### src/rtl/cross_bar_pkg.sv
// Shared types and helpers for the crossbar arbitration slice.
// Imported by the weighted round-robin arbiter.
package cross_bar_pkg;

    localparam int MASTER_N = 4;
    localparam int WEIGHT_W = 4;

    typedef enum logic {
        ARB_IDLE,
        ARB_GRANT
    } arb_state_t;

    function automatic int rr_next(input int ptr, input int n);
        return (ptr + 1 >= n) ? 0 : ptr + 1;
    endfunction

endpackage

### src/rtl/cross_bar_rr_pick.sv
// Combinational rotating-priority picker: the first request at or
// after ptr wins, wrapping to the lowest request otherwise.
module cross_bar_rr_pick #(
    parameter int MASTER_N = 4,
    parameter int IDX_W    = 2
) (
    input  logic [MASTER_N-1:0] req,
    input  logic [IDX_W-1:0]    ptr,
    output logic [MASTER_N-1:0] pick_onehot,
    output logic [IDX_W-1:0]    pick_idx,
    output logic                pick_valid
);

    logic [MASTER_N-1:0] w_mask;
    logic [MASTER_N-1:0] w_masked;
    logic [MASTER_N-1:0] w_sel;

    always_comb begin
        w_mask = '0;
        for (int i = 0; i < MASTER_N; i++) begin
            w_mask[i] = (IDX_W'(i) >= ptr);
        end
        w_masked = req & w_mask;
        w_sel    = (|w_masked) ? w_masked : req;
    end

    // Scan downward so the lowest set bit wins.
    always_comb begin
        pick_idx = '0;
        for (int i = MASTER_N - 1; i >= 0; i--) begin
            if (w_sel[i]) begin
                pick_idx = IDX_W'(i);
            end
        end
    end

    assign pick_valid = |req;

    always_comb begin
        pick_onehot = '0;
        for (int i = 0; i < MASTER_N; i++) begin
            pick_onehot[i] = pick_valid && (pick_idx == IDX_W'(i));
        end
    end

endmodule

### src/rtl/cross_bar_wrr_arbiter.sv
// Weighted round-robin arbiter: an owner keeps the slave port for up
// to weight[i] transactions, then ownership rotates.
module cross_bar_wrr_arbiter
    import cross_bar_pkg::*;
#(
    parameter int   MASTER_N = cross_bar_pkg::MASTER_N,
    parameter int   WEIGHT_W = cross_bar_pkg::WEIGHT_W,
    localparam int  IDX_W    = $clog2(MASTER_N)
) (
    input  logic                         clk,
    input  logic                         aresetn,
    input  logic [MASTER_N-1:0]          req,
    input  logic [MASTER_N-1:0]          last,
    input  logic [MASTER_N*WEIGHT_W-1:0] weight,
    output logic [MASTER_N-1:0]          grant,
    output logic [IDX_W-1:0]             grant_idx,
    output logic                         grant_valid
);

    arb_state_t            r_state;
    arb_state_t            w_state_nxt;
    logic [MASTER_N-1:0]   r_grant;
    logic [MASTER_N-1:0]   w_grant_nxt;
    logic [IDX_W-1:0]      r_idx;
    logic [IDX_W-1:0]      w_idx_nxt;
    logic [IDX_W-1:0]      r_ptr;
    logic [IDX_W-1:0]      w_ptr_nxt;
    logic [WEIGHT_W-1:0]   r_credit;
    logic [WEIGHT_W-1:0]   w_credit_nxt;

    logic [MASTER_N-1:0]   w_pick_onehot;
    logic [IDX_W-1:0]      w_pick_idx;
    logic                  w_pick_valid;
    logic [WEIGHT_W-1:0]   w_wt [MASTER_N];
    logic                  w_release;

    for (genvar g = 0; g < MASTER_N; g++) begin : g_wt
        assign w_wt[g] = weight[g*WEIGHT_W +: WEIGHT_W];
    end

    cross_bar_rr_pick #(
        .MASTER_N (MASTER_N),
        .IDX_W    (IDX_W)
    ) u_pick (
        .req         (req),
        .ptr         (r_ptr),
        .pick_onehot (w_pick_onehot),
        .pick_idx    (w_pick_idx),
        .pick_valid  (w_pick_valid)
    );

    // An owner dropping req mid-transaction aborts and still rotates.
    assign w_release = !req[r_idx] ||
                       (last[r_idx] && (r_credit == WEIGHT_W'(1)));

    always_comb begin
        w_state_nxt  = r_state;
        w_grant_nxt  = r_grant;
        w_idx_nxt    = r_idx;
        w_ptr_nxt    = r_ptr;
        w_credit_nxt = r_credit;
        unique case (r_state)
            ARB_IDLE: begin
                if (w_pick_valid) begin
                    w_grant_nxt  = w_pick_onehot;
                    w_idx_nxt    = w_pick_idx;
                    w_credit_nxt = (w_wt[w_pick_idx] == '0) ?
                                   WEIGHT_W'(1) : w_wt[w_pick_idx];
                    w_state_nxt  = ARB_GRANT;
                end
            end
            ARB_GRANT: begin
                if (w_release) begin
                    w_grant_nxt  = '0;
                    w_ptr_nxt    = IDX_W'(rr_next(int'(r_idx), MASTER_N));
                    w_credit_nxt = '0;
                    w_state_nxt  = ARB_IDLE;
                end else if (last[r_idx] && (r_credit > WEIGHT_W'(1))) begin
                    w_credit_nxt = r_credit - WEIGHT_W'(1);
                end
            end
            default: begin
                w_state_nxt = ARB_IDLE;
            end
        endcase
    end

    always_ff @(posedge clk or negedge aresetn) begin
        if (!aresetn) begin
            r_state  <= ARB_IDLE;
            r_grant  <= '0;
            r_idx    <= '0;
            r_ptr    <= '0;
            r_credit <= '0;
        end else begin
            r_state  <= w_state_nxt;
            r_grant  <= w_grant_nxt;
            r_idx    <= w_idx_nxt;
            r_ptr    <= w_ptr_nxt;
            r_credit <= w_credit_nxt;
        end
    end

    assign grant       = r_grant;
    assign grant_idx   = r_idx;
    assign grant_valid = |r_grant;

endmodule

### config.mk
export PLATFORM = sky130hd
export DESIGN_NAME = cross_bar_wrr_arbiter
export DESIGN_NICKNAME = d
export VERILOG_FILES = /design/src/rtl/cross_bar_pkg.sv /design/src/rtl/cross_bar_rr_pick.sv /design/src/rtl/cross_bar_wrr_arbiter.sv
export SDC_FILE = /design/constraint.sdc
export NUM_CORES = 1
export LEC_CHECK = 0
export BUFFER_PORTS_ARGS = -buffer_cell sky130_fd_sc_hd__buf_4
export CAP_MARGIN = 25
export CORE_MARGIN = 2
export CORE_UTILIZATION = 35
export DETAILED_ROUTE_END_ITERATION = 6
export PLACE_DENSITY = 0.66
export REMOVE_ABC_BUFFERS = 1
export SYNTH_ARGS = -nofsm -noshare
export SYNTH_HDL_FRONTEND = slang
export SYNTH_HIERARCHICAL = 1
export SYNTH_SLANG_ARGS = --single-unit
export TNS_END_PERCENT = 20
### constraint.sdc
create_clock -name clk -period 2.7 [get_ports clk]
set_input_delay 0.54 -clock clk [delete_from_list [all_inputs] [get_ports clk]]
set_output_delay 0.54 -clock clk [all_outputs]
set_load 0.05 [all_outputs]
Word-level counts from Yosys, hierarchy flattened --
Cells that the tools add are included.
Storage, ports and cells: input bits 26, flip-flop bits (word level) 13, word-level logic and storage cells 66, output and inout bits 7
Operators by class: mux-type cells 24, add/subtract/negate cells 2, bitwise logic cells 3, equality and inequality tests 7, reduce and logical (&&, ||, !) cells 17, magnitude comparators 8
Operators by type and width (count):
- $mux 4 | 9
- $pmux 4 s2 | 2
- $reduce_or 4->1 | 3
- $mux 2 | 5
- $bmux 4 s2 | 1
- $reduce_and 2->1 | 4
- $ge 3x3->1 const B | 2
- $logic_and 1x1->1 | 6
- $and 4x4->4 | 1
- $bmux 1 s2 | 2
- $eq 2x2->1 const B | 2
- $eq 4x1->1 const B | 1
- $ge 1x2->1 const A | 2
- $ge 2x2->1 const A | 2
- $gt 4x1->1 const B | 1
- $logic_not 4->1 | 1
- $mux 1 | 4
- $ne 2x1->1 const B | 2
- $sub 4x1->4 const B | 1
- $add 2x1->3 const B | 1
- $lt 2x3->1 const B | 1
- $ne 3x1->1 const B | 1
- $not 2->3 | 1
- $eq 2x1->1 const B | 1
- other kinds (5) | 5

Logic depth before layout (Yosys ltp) --
Gate-level depths: netlist of run 1.
depth after elaboration 16, gate-level depth with buffers 8, mapped depth without buffers 7

By module --
Netlist of run 1, hierarchy kept.
By module, submodules not included:
- cross_bar_wrr_arbiter | instances 1, sequential area each 325.3 um^2, cells an instance 75, area each 853.3 um^2
- cross_bar_rr_pick | instances 1, sequential area each 0.0 um^2, cells an instance 33, area each 205.2 um^2

Least setup slack after synthesis of run 1 --
Ideal clock, no wire load.
path kind input port to flip-flop, from input req[2], to register r_credit[0], setup time 82 ps, cell stages on the path 8, data required time 2618 ps, path buffers 1, data arrival time 2564 ps, slack 54 ps, cell sequence buf_4 -> mux2i_1 -> nor2_1 -> a311oi_1 -> mux4_2 -> nor3_1 -> o21ai_0 -> a31oi_1
On the way: longest elaborated chain between the ends 15, elaborated cells on any way between the ends 24, those cells by class eq/ne (2); mux (14); bitwise (2); reduce/logical (6)
RTL lines:
- from (decl) | RTL line cross_bar_wrr_arbiter.sv:12 | input logic [MASTER_N-1:0] req,
- $and 4x4->4 | RTL line cross_bar_rr_pick.sv:23 | w_masked = req & w_mask;
- $reduce_or 4->1 | RTL line cross_bar_rr_pick.sv:24 | w_sel = (|w_masked) ? w_masked : req;
- $mux 4 (*) | RTL line cross_bar_rr_pick.sv:24
- $mux 2 (3 in a row) | RTL line cross_bar_rr_pick.sv:31 | if (w_sel[i]) begin
- $mux 2 (*) | RTL line cross_bar_rr_pick.sv:31
- net w_pick_idx[0] | RTL line cross_bar_wrr_arbiter.sv:32 | logic [IDX_W-1:0] w_pick_idx;
- $not 2->3 (not written as such) (*) | RTL line cross_bar_wrr_arbiter.sv:67, cross_bar_wrr_arbiter.sv:68
- $bmux 4 s2 (*) | RTL line cross_bar_wrr_arbiter.sv:67, cross_bar_wrr_arbiter.sv:68
- $mux 4 (not written as such) (*) (2 in a row) | RTL line cross_bar_wrr_arbiter.sv:67, cross_bar_wrr_arbiter.sv:68
- $logic_not 4->1 | RTL line cross_bar_wrr_arbiter.sv:67 | w_credit_nxt = (w_wt[w_pick_idx] == '0) ?
- $mux 4 (*) | RTL line cross_bar_wrr_arbiter.sv:67
- $mux 4 (*) | RTL line cross_bar_wrr_arbiter.sv:64 | if (w_pick_valid) begin
- $pmux 4 s2 (*) | RTL line cross_bar_wrr_arbiter.sv:62 | unique case (r_state)
- to (signal assigned) | RTL line cross_bar_wrr_arbiter.sv:100 | r_credit <= w_credit_nxt;
- to (decl) | RTL line cross_bar_wrr_arbiter.sv:28 | logic [WEIGHT_W-1:0] r_credit;
Mark *: on every way through the listed nets, which the timed path passes. The rest lies on a longest branch. The select of a mux whose other input is x is not followed. A chain may end at the register's enable or synchronous reset.

Final worst setup path of run 1 --
from register r_ptr[1], to register r_credit[0]
On the way: longest elaborated chain between the ends 16, elaborated cells on any way between the ends 19, those cells by class order compare (4); mux (11); bitwise (2); reduce/logical (2)
RTL lines:
- from (decl) | RTL line cross_bar_wrr_arbiter.sv:26 | logic [IDX_W-1:0] r_ptr;
- from (signal assigned) | RTL line cross_bar_wrr_arbiter.sv:99 | r_ptr <= w_ptr_nxt;
- $ge 1x2->1 or $ge 2x2->1 (tied branches) | RTL line cross_bar_rr_pick.sv:21 | w_mask[i] = (IDX_W'(i) >= ptr);
- $and 4x4->4 (*) | RTL line cross_bar_rr_pick.sv:23
- $reduce_or 4->1 | RTL line cross_bar_rr_pick.sv:24
- $mux 4 (*) | RTL line cross_bar_rr_pick.sv:24
- $mux 2 (3 in a row) | RTL line cross_bar_rr_pick.sv:31
- $mux 2 (*) | RTL line cross_bar_rr_pick.sv:31
- net w_pick_idx[0] | RTL line cross_bar_wrr_arbiter.sv:32
- $not 2->3 (not written as such) (*) | RTL line cross_bar_wrr_arbiter.sv:67, cross_bar_wrr_arbiter.sv:68
- $bmux 4 s2 (*) | RTL line cross_bar_wrr_arbiter.sv:67, cross_bar_wrr_arbiter.sv:68
- $mux 4 (not written as such) (*) (2 in a row) | RTL line cross_bar_wrr_arbiter.sv:67, cross_bar_wrr_arbiter.sv:68
- $logic_not 4->1 | RTL line cross_bar_wrr_arbiter.sv:67
- $mux 4 (*) | RTL line cross_bar_wrr_arbiter.sv:67
- $mux 4 (*) | RTL line cross_bar_wrr_arbiter.sv:64
- $pmux 4 s2 (*) | RTL line cross_bar_wrr_arbiter.sv:62
Marked as above.

==> metrics.log, run 1 <==
[metrics] HPWL reported at the end of detailed placement: 1.93 mm
[metrics] setup TNS after final layout: 0 ps
[metrics] clock buffer depth: 2
[metrics] min cycle time layout: 2320 ps
[metrics] Area Overhead vs Synth: 25.2%
[metrics] hold violation total from the final report: 0
[metrics] remaining design rule violation count: 0
[metrics] RSZ-0062 raised after global routing: false
[metrics] cell area after synthesis: about 1100 µm²
[metrics] largest cells by area after synthesis: dfrtp_1 31%, mux4_2 11%, mux2i_1 4.7%, o21ai_0 4.3%, inv_1 3.9%
[metrics] Final Wtd Congestion: 0.799
[metrics] count of H-tree levels built during CTS: 1
[metrics] category of the worst setup path launch point: register
[metrics] count of synthesis-stage warnings from yosys: 6
[metrics] most used flip-flop cell after synthesis: dfrtp_1
[metrics] TritonCTS clock tree: built
[metrics] most crowded layer after global routing: met2
[metrics] First DRT Iteration DRCs: 23
[metrics] number of clock sinks: 13
[metrics] setup slack after placement: approximately 340 ps
[metrics] final number of setup-violating endpoints: 0
[metrics] number of global-route vias before repair: between 900 and 1000
[metrics] fraction of final layout cells with drive strength greater than 1: between 30% and 40%
[metrics] area of the multi-input gates: roughly 650 µm²
[metrics] transition at the pin with the smallest max-transition slack: 391 ps
[metrics] area of the die: around 3500 µm²
[metrics] largest vdd supply drop: 0.459 mV
[metrics] maximum achievable frequency: ~430 MHz
[metrics] async set or reset register ratio after synthesis: 100%
[metrics] crit path max fanout: 13
[metrics] CP Data Arrival Time: 2540 ps
[metrics] chip height: 59.0 µm
[metrics] pin count of the biggest net entering global routing: 14
[metrics] number of synthesized register bits: 13
[metrics] endpoint kind of the worst setup timing path: register
[metrics] number of antenna violations at the first check in global routing: 0
[metrics] count of pins on the block boundary: 33
[metrics] number of buffers inserted during clock tree synthesis: 3
[metrics] class of the tightest hold or removal check: input port to asynchronous set/reset pin
[metrics] post-route ant nets: 0
[metrics] run status: complete, no violations
[metrics] beginning of the critical path: r_ptr[1]$_DFFE_PN0P_
[metrics] average size of a mapped cell: about 10 µm²
[metrics] post-place instance area: 1300 µm²
[metrics] Clock Skew: between 8 and 9 ps
[metrics] Overall Power: ~1500 µW
[metrics] fill cell count: 265
[metrics] cell at the root of the clock tree: clkbuf_4
[metrics] number of buffers added to fix hold violations after cts: 0
[metrics] vias after detailed routing: 935
[metrics] global-route wire length before repair: 4.17 mm
[metrics] clk_lat worst skew: 290 ps
[metrics] most used standard cells in the synthesized netlist: 13 x dfrtp_1, 11 x inv_1, 9 x nand2_1, 9 x o21ai_0, 8 x nor2_1
[metrics] post-synth top area cell: dfrtp_1
[metrics] number of standard-cell rows in the floorplan: 19
[metrics] via count normalized by instance count: 5.50
[metrics] clock-pin transition on the worst setup and hold timing paths: roughly 90 ps
[metrics] die extent in x: just under 60 µm
[metrics] grt ovf: 0
[metrics] area share of the largest cell type after synthesis: 30.7%
[metrics] starting density of the core: a little under two fifths
[metrics] global router's overall resource usage: 15.7%
[metrics] final worst-path cycle share: about 86%
[metrics] average routed wire per standard cell: 13.9 µm
[metrics] number of iterations in the first detailed-routing pass: 4
[metrics] Final Slew Violations: 0
[metrics] register cell area after layout: 325 µm²
[metrics] count of distinct cell types in the synthesized netlist: 42
[metrics] worst reg2reg setup slack: 380 ps
[metrics] met1 usage in global routing: roughly a fifth
[metrics] diode insertion count for antenna repair: 0
[metrics] cell area power density: 1130 nW/µm²
[metrics] cts repair resizes: 0
[metrics] post-layout instance area: between 1000 and 1500 µm²
[metrics] startpoint of the lowest-slack register-to-register path: r_ptr[1]$_DFFE_PN0P_
[metrics] relative max-transition margin: 73.9%
[metrics] post-CTS repair timing setup buffer count: 0
[metrics] fin worst setup slack: 376 ps
[metrics] standard cell core area: 2810 µm²
[metrics] sequential fraction of the synthesis area: 30.7%
[metrics] fin nets: 169
[metrics] Max Cap Viol: 0
[metrics] cell with the most instances after synthesis: dfrtp_1
[metrics] GR Layer Usage met2: 26.3%
[metrics] number of enable-type register cells in the synthesized netlist: 0
[metrics] cell count after synthesis: around 110
[metrics] quantity of I/O buffers inserted on ports: 32
[metrics] final WL: 2.37 mm
[metrics] leakage power figure: 0.000638 µW
[metrics] GR Layer Usage met3: ~3.7%
[metrics] critical path type: register to register
[metrics] worst endpoint required time: 2920 ps
## metrics by stage
stage               utilization [%]  instances  hold WS [ps]
floorplan                         -        102           244
global placement               46.3        166           398
detailed placement             46.3        166           399
CTS                            47.2        170          92.6
global route                   47.2        170          78.4
finish                         47.2        170          76.2
## power breakdown
part	internal, µW	switching (µW)	total, µW
Sequential	286	139	425
Combinational	419	526	945
Clock	57.5	68.8	126
## cell usage in the layout (no fill, tap or decap), types with 2 or more instances in the layout
cell / synthesis / final
a21oi_1: 5 / 5
a32oi_1: 2 / 2
buf_4: 1 / 33
clkbuf_4: 0 / 3
dfrtp_1: 13 / 13
ha_1: 3 / 3
inv_1: 11 / 11
mux2_2: 3 / 3
mux2i_1: 5 / 5
mux4_2: 5 / 5
nand2_1: 9 / 9
nor2_1: 8 / 8
nor3_1: 2 / 2
o21ai_0: 9 / 9
o221a_2: 2 / 2
o2bb2ai_1: 3 / 3
## critical path, cell delays in order (launching register included)
cell and delay, ps:
dfrtp_1 580, mux2i_1 230, nor2_1 50, a311oi_1 250, buf_4 200, mux4_2 520
nor3_1 180, o21ai_0 90, a31oi_1 150
## per-layer routing
metal  vias up  share of wire, %  routed length [µm]
li1        463                 -                   -
met1       439                44                1050
met2        30                49                1150
met3         3               6.1                 144
met4         0              0.89                  21
met5         -                 0                   0
## cells by family (layout without fill, tap and decap cells)
group,Yosys count,after routing,share of synthesized area (%)
DFF,13,13,30.7
muxes,14,14,21.0
buffers and inverters,17,48,8.27
and+or+nand+nor,26,26,11.9
AOI/OAI and AO/OA,35,35,24.5
adders and majority gates,3,3,3.55
## area by class of cell
| type | count | share of cell area, % |
|---|---|---|
| multi-input cells | 78 | 48.7 |
| clock buffers | 4 | 1.98 |
| repair buffers | 33 | 18.7 |
| well taps | 31 | 2.93 |
| inverters | 11 | 3.12 |
| flip-flops and latches | 13 | 24.6 |
## sequential cells by signal, indices dropped and copies added, names as in the netlist
signal / count
r_credit: 4
grant_idx: 2
r_ptr: 2
r_state: 1
grant: 4
## final timing paths
path,cells past startpoint,endpoint
max,8,r_credit[0]$_DFFE_PN0P_
min,1,grant_idx[0]$_DFFE_PN0P_
max reg2reg,8,r_credit[0]$_DFFE_PN0P_
min reg2reg,1,r_credit[3]$_DFFE_PN0P_
max in group asynchronous,1,grant[0]$_DFFE_PN0P_
min in group clk,1,r_credit[3]$_DFFE_PN0P_
(Power assumes the default switching activity.)
==> run 2: changes to the inputs <==
- ABC_AREA: unset -> 1
- REMOVE_ABC_BUFFERS: 1 -> unset
==> run 2 against run 1 <==
Compared with the run above: wire length is 0.13% higher; synthesized cell count is 56% higher; fmax rose by 21%; combinational power up 19%; clock power fell by 6%; global-route usage down 1.3 points; first-iteration DRC count grew to 2.7 times the previous value; critical path depth grew 8; power increased by 8.5%; largest power group unchanged.
==> metrics.log, run 2 <==
[metrics] run status: complete, no violations
[metrics] number of enable-type register cells in the synthesized netlist: 0
[metrics] number of cells after detailed placement: between 200 and 250
[metrics] fill cell count: approximately 310
[metrics] Final Wtd Congestion: ~0.82
[metrics] global-route wire length before repair: around 4 mm
[metrics] starting density of the core: 37.0%
[metrics] cells along the critical path: inv_2, a21oi_4, nand4_2, nand3_1, nand2_2, inv_1, inv_2, nand2_1, nand3_1, nand2_1, nand3_1, nand2_1, nand2_1, nand2_1, nand2_1, nand2_1
[metrics] instance count on the critical path: 16
[metrics] area share of the largest cell type after synthesis: 28.5%
[metrics] maximum achievable frequency: 519 MHz
[metrics] First DRT Iteration DRCs: 61
[metrics] post-route insts no fill: 246
[metrics] end of the worst register-to-register path: r_credit[0]$_DFFE_PN0P_
[metrics] Clock Skew: 1.94 ps
[metrics] endpoint kind of the worst setup timing path: register
[metrics] average size of a mapped cell: 6.78 µm²
[metrics] remaining design rule violation count: 0
[metrics] largest family of logic cells by synthesized area: simple AND/OR/NAND/NOR gates
[metrics] beginning of the critical path: r_ptr[1]$_DFFE_PN0P_
[metrics] Area Overhead vs Synth: 27.4%
[metrics] async set or reset register ratio after synthesis: 100%
[metrics] number of buffers inserted during clock tree synthesis: 3
[metrics] min cycle time layout: slightly below 2000 ps
[metrics] die extent in x: 61.1 µm
[metrics] CP Data Arrival Time: 2140 ps
[metrics] vias after detailed routing: 1101
[metrics] quantity of I/O buffers inserted on ports: 32
[metrics] cell area power density: about 1100 nW/µm²
[metrics] count of H-tree levels built during CTS: 1
[metrics] post-CTS repair timing setup buffer count: 0
[metrics] largest vdd supply drop: 0.456 mV
[metrics] post-synth top area cell: dfrtp_1
[metrics] count of pins on the block boundary: 33
[metrics] final number of setup-violating endpoints: 0
[metrics] fraction of final layout cells with drive strength greater than 1: roughly a third
[metrics] final WL: 2.37 mm
[metrics] Final Slew Violations: 0
[metrics] number of global-route vias before repair: 987
[metrics] startpoint of the lowest-slack register-to-register path: r_ptr[1]$_DFFE_PN0P_
[metrics] count of distinct cell types in the synthesized netlist: 25
[metrics] post-route ant nets: 0
[metrics] most frequent standard cell in the layout excluding fill and tap cells: nand2_1
[metrics] Max Cap Viol: 0
[metrics] critical path type: register to register
[metrics] chip height: between 60 and 70 µm
[metrics] area fraction in and, or, nand and nor cells after synthesis: 48.7%
[metrics] TritonCTS clock tree: built
[metrics] Mapped Nets: around 200
[metrics] leakage power figure: just under 0.0008 µW
[metrics] clock-pin transition on the worst setup and hold timing paths: 80 ps
[metrics] setup TNS after final layout: 0 ps
[metrics] cell area after synthesis: 1140 µm²
[metrics] slowest stage cell, crit path: dfrtp_1
[metrics] relative max-transition margin: 79.5%
[metrics] final worst-path cycle share: 71.3%
[metrics] transition at the pin with the smallest max-transition slack: approximately 310 ps
[metrics] Synth Area in Compound Gates: 8.89%
[metrics] clock buffer depth: 2
[metrics] number of clock sinks: 13
[metrics] cell count after synthesis: 168
[metrics] diode insertion count for antenna repair: 0
[metrics] hold violation total from the final report: 0
[metrics] global router's overall resource usage: between 10 and 15%
[metrics] worst reg2reg path depth: 16
[metrics] xor/xnor share of the synthesized area: 1.54%
[metrics] pin count of the biggest net entering global routing: 14
[metrics] cell at the root of the clock tree: clkbuf_4
[metrics] RSZ-0062 raised after global routing: false
[metrics] largest cells by area after synthesis: dfrtp_1 29%, nand2_1 20%, nand3_1 7.9%, inv_1 5.3%, nor2_1 4.3%
[metrics] average routed wire per standard cell: around 9.6 µm
[metrics] category of the worst setup path launch point: register
[metrics] via count normalized by instance count: 4.48
[metrics] fin nets: between 200 and 250
[metrics] worst reg2reg setup slack: 770 ps
[metrics] crit path max fanout: 10
[metrics] number of buffers added to fix hold violations after cts: 0
[metrics] crit-path leading delay family: simple AND/OR/NAND/NOR gates
[metrics] grt ovf: 0
[metrics] number of standard-cell rows in the floorplan: 20
[metrics] number of iterations in the first detailed-routing pass: 4
[metrics] count of synthesis-stage warnings from yosys: 6
[metrics] adder-cell share of the synthesized area: about 3.3%
[metrics] worst endpoint required time: around 3000 ps
[metrics] largest stage delay on the critical path: 420 ps
[metrics] area of the die: approximately 3700 µm²
[metrics] number of synthesized register bits: 13
[metrics] class of the tightest hold or removal check: input port to asynchronous set/reset pin
[metrics] most used flip-flop cell after synthesis: dfrtp_1
[metrics] multiplexer area fraction after synthesis: 0%
[metrics] sequential fraction of the synthesis area: roughly 29%
[metrics] end of the critical path: r_credit[0]$_DFFE_PN0P_
[metrics] cell mode on critical path: nand2_1
[metrics] number of antenna violations at the first check in global routing: 0
[metrics] highest-count cells in the layout ignoring fill and taps: 60 x nand2_1, 32 x buf_4, 18 x nand3_1, 16 x inv_1
[metrics] HPWL reported at the end of detailed placement: 1.98 mm
[metrics] standard cell core area: approximately 3100 µm²
[metrics] clk_lat worst skew: 270 ps
[metrics] cts repair resizes: 0
[metrics] most used standard cells in the synthesized netlist: 60 x nand2_1, 18 x nand3_1, 16 x inv_1
[metrics] crit path buf inv count: 3
[metrics] cell with the most instances after synthesis: nand2_1
==> run 2: changes by cell type after synthesis, moves of 4 or more <==
| cell | previous run | this run |
|---|---|---|
| nand3_1 | 0 | 18 |
| nand2_1 | 9 | 60 |
| nand3_2 | 0 | 4 |
| mux4_2 | 5 | 0 |
| mux2i_1 | 5 | 0 |
| nor2_1 | 8 | 13 |
| inv_1 | 11 | 16 |
| a21oi_1 | 5 | 1 |
| nand2_2 | 0 | 4 |
| inv_2 | 0 | 7 |
| o21ai_0 | 9 | 0 |
==> run 2: cell type report <==
type	instances	area, µm²	share of cell area, %
flip-flops and latches	13	325	22.4
well taps	44	55.1	3.79
repair buffers	32	240	16.5
clock buffers	3	22.5	1.55
inverters	24	92.6	6.37
multi-input cells	129	712	49.0
clock inverters	1	5.00	0.345
==> run 2: kinds of logic after synthesis <==
logic type | after synthesis
compound gates | 13
xor+xnor | 2
simple gates | 111
flops | 13
buf+inv | 26
fa+ha+maj | 3
==> run 2: metrics by stage <==
step                setup WS, ps  power [µW]  util [%]  hold WS [ps]  area (µm²)
floorplan                    885        1260         -           244        1140
global placement             595        1500      46.3           394        1430
detailed placement           553        1510      46.3           391        1430
CTS                          764        1640      47.2          92.7        1450
global route                 551        1790      47.2          96.6        1450
finish                       774        1620      47.2          91.3        1450
==> run 2: worst min-delay path by stage <==
stage                 start              endpoint  slack (ps)  depth (start not counted)
floorplan           aresetn  grant[0]$_DFFE_PN0P_         240                          0
global placement    aresetn  grant[3]$_DFFE_PN0P_         390                          1
detailed placement  aresetn  grant[3]$_DFFE_PN0P_         390                          1
CTS                 aresetn  grant[3]$_DFFE_PN0P_          90                          1
global route        aresetn  grant[3]$_DFFE_PN0P_         100                          1
finish              aresetn  grant[3]$_DFFE_PN0P_          90                          1
==> run 2: metal layers <==
metal | GRT usage, % | vias up | wire, µm
met5 | 0 | - | 0
li1 | - | 598 | -
met1 | 20.9 | 460 | 1250
met2 | 22.6 | 39 | 968
met4 | 5.59 | 0 | 42
met3 | 0.630 | 4 | 110
==> run 2: where the power goes <==
| group | internal (µW) | total [µW] | leakage, µW | switching [µW] |
|---|---|---|---|---|
| clock network | 54.9 | 119 | 0.0000177 | 64.2 |
| registers | 285 | 388 | 0.000165 | 103 |
| logic | 387 | 1120 | 0.000606 | 731 |
| total | 727 | 1620 | 0.000789 | 898 |
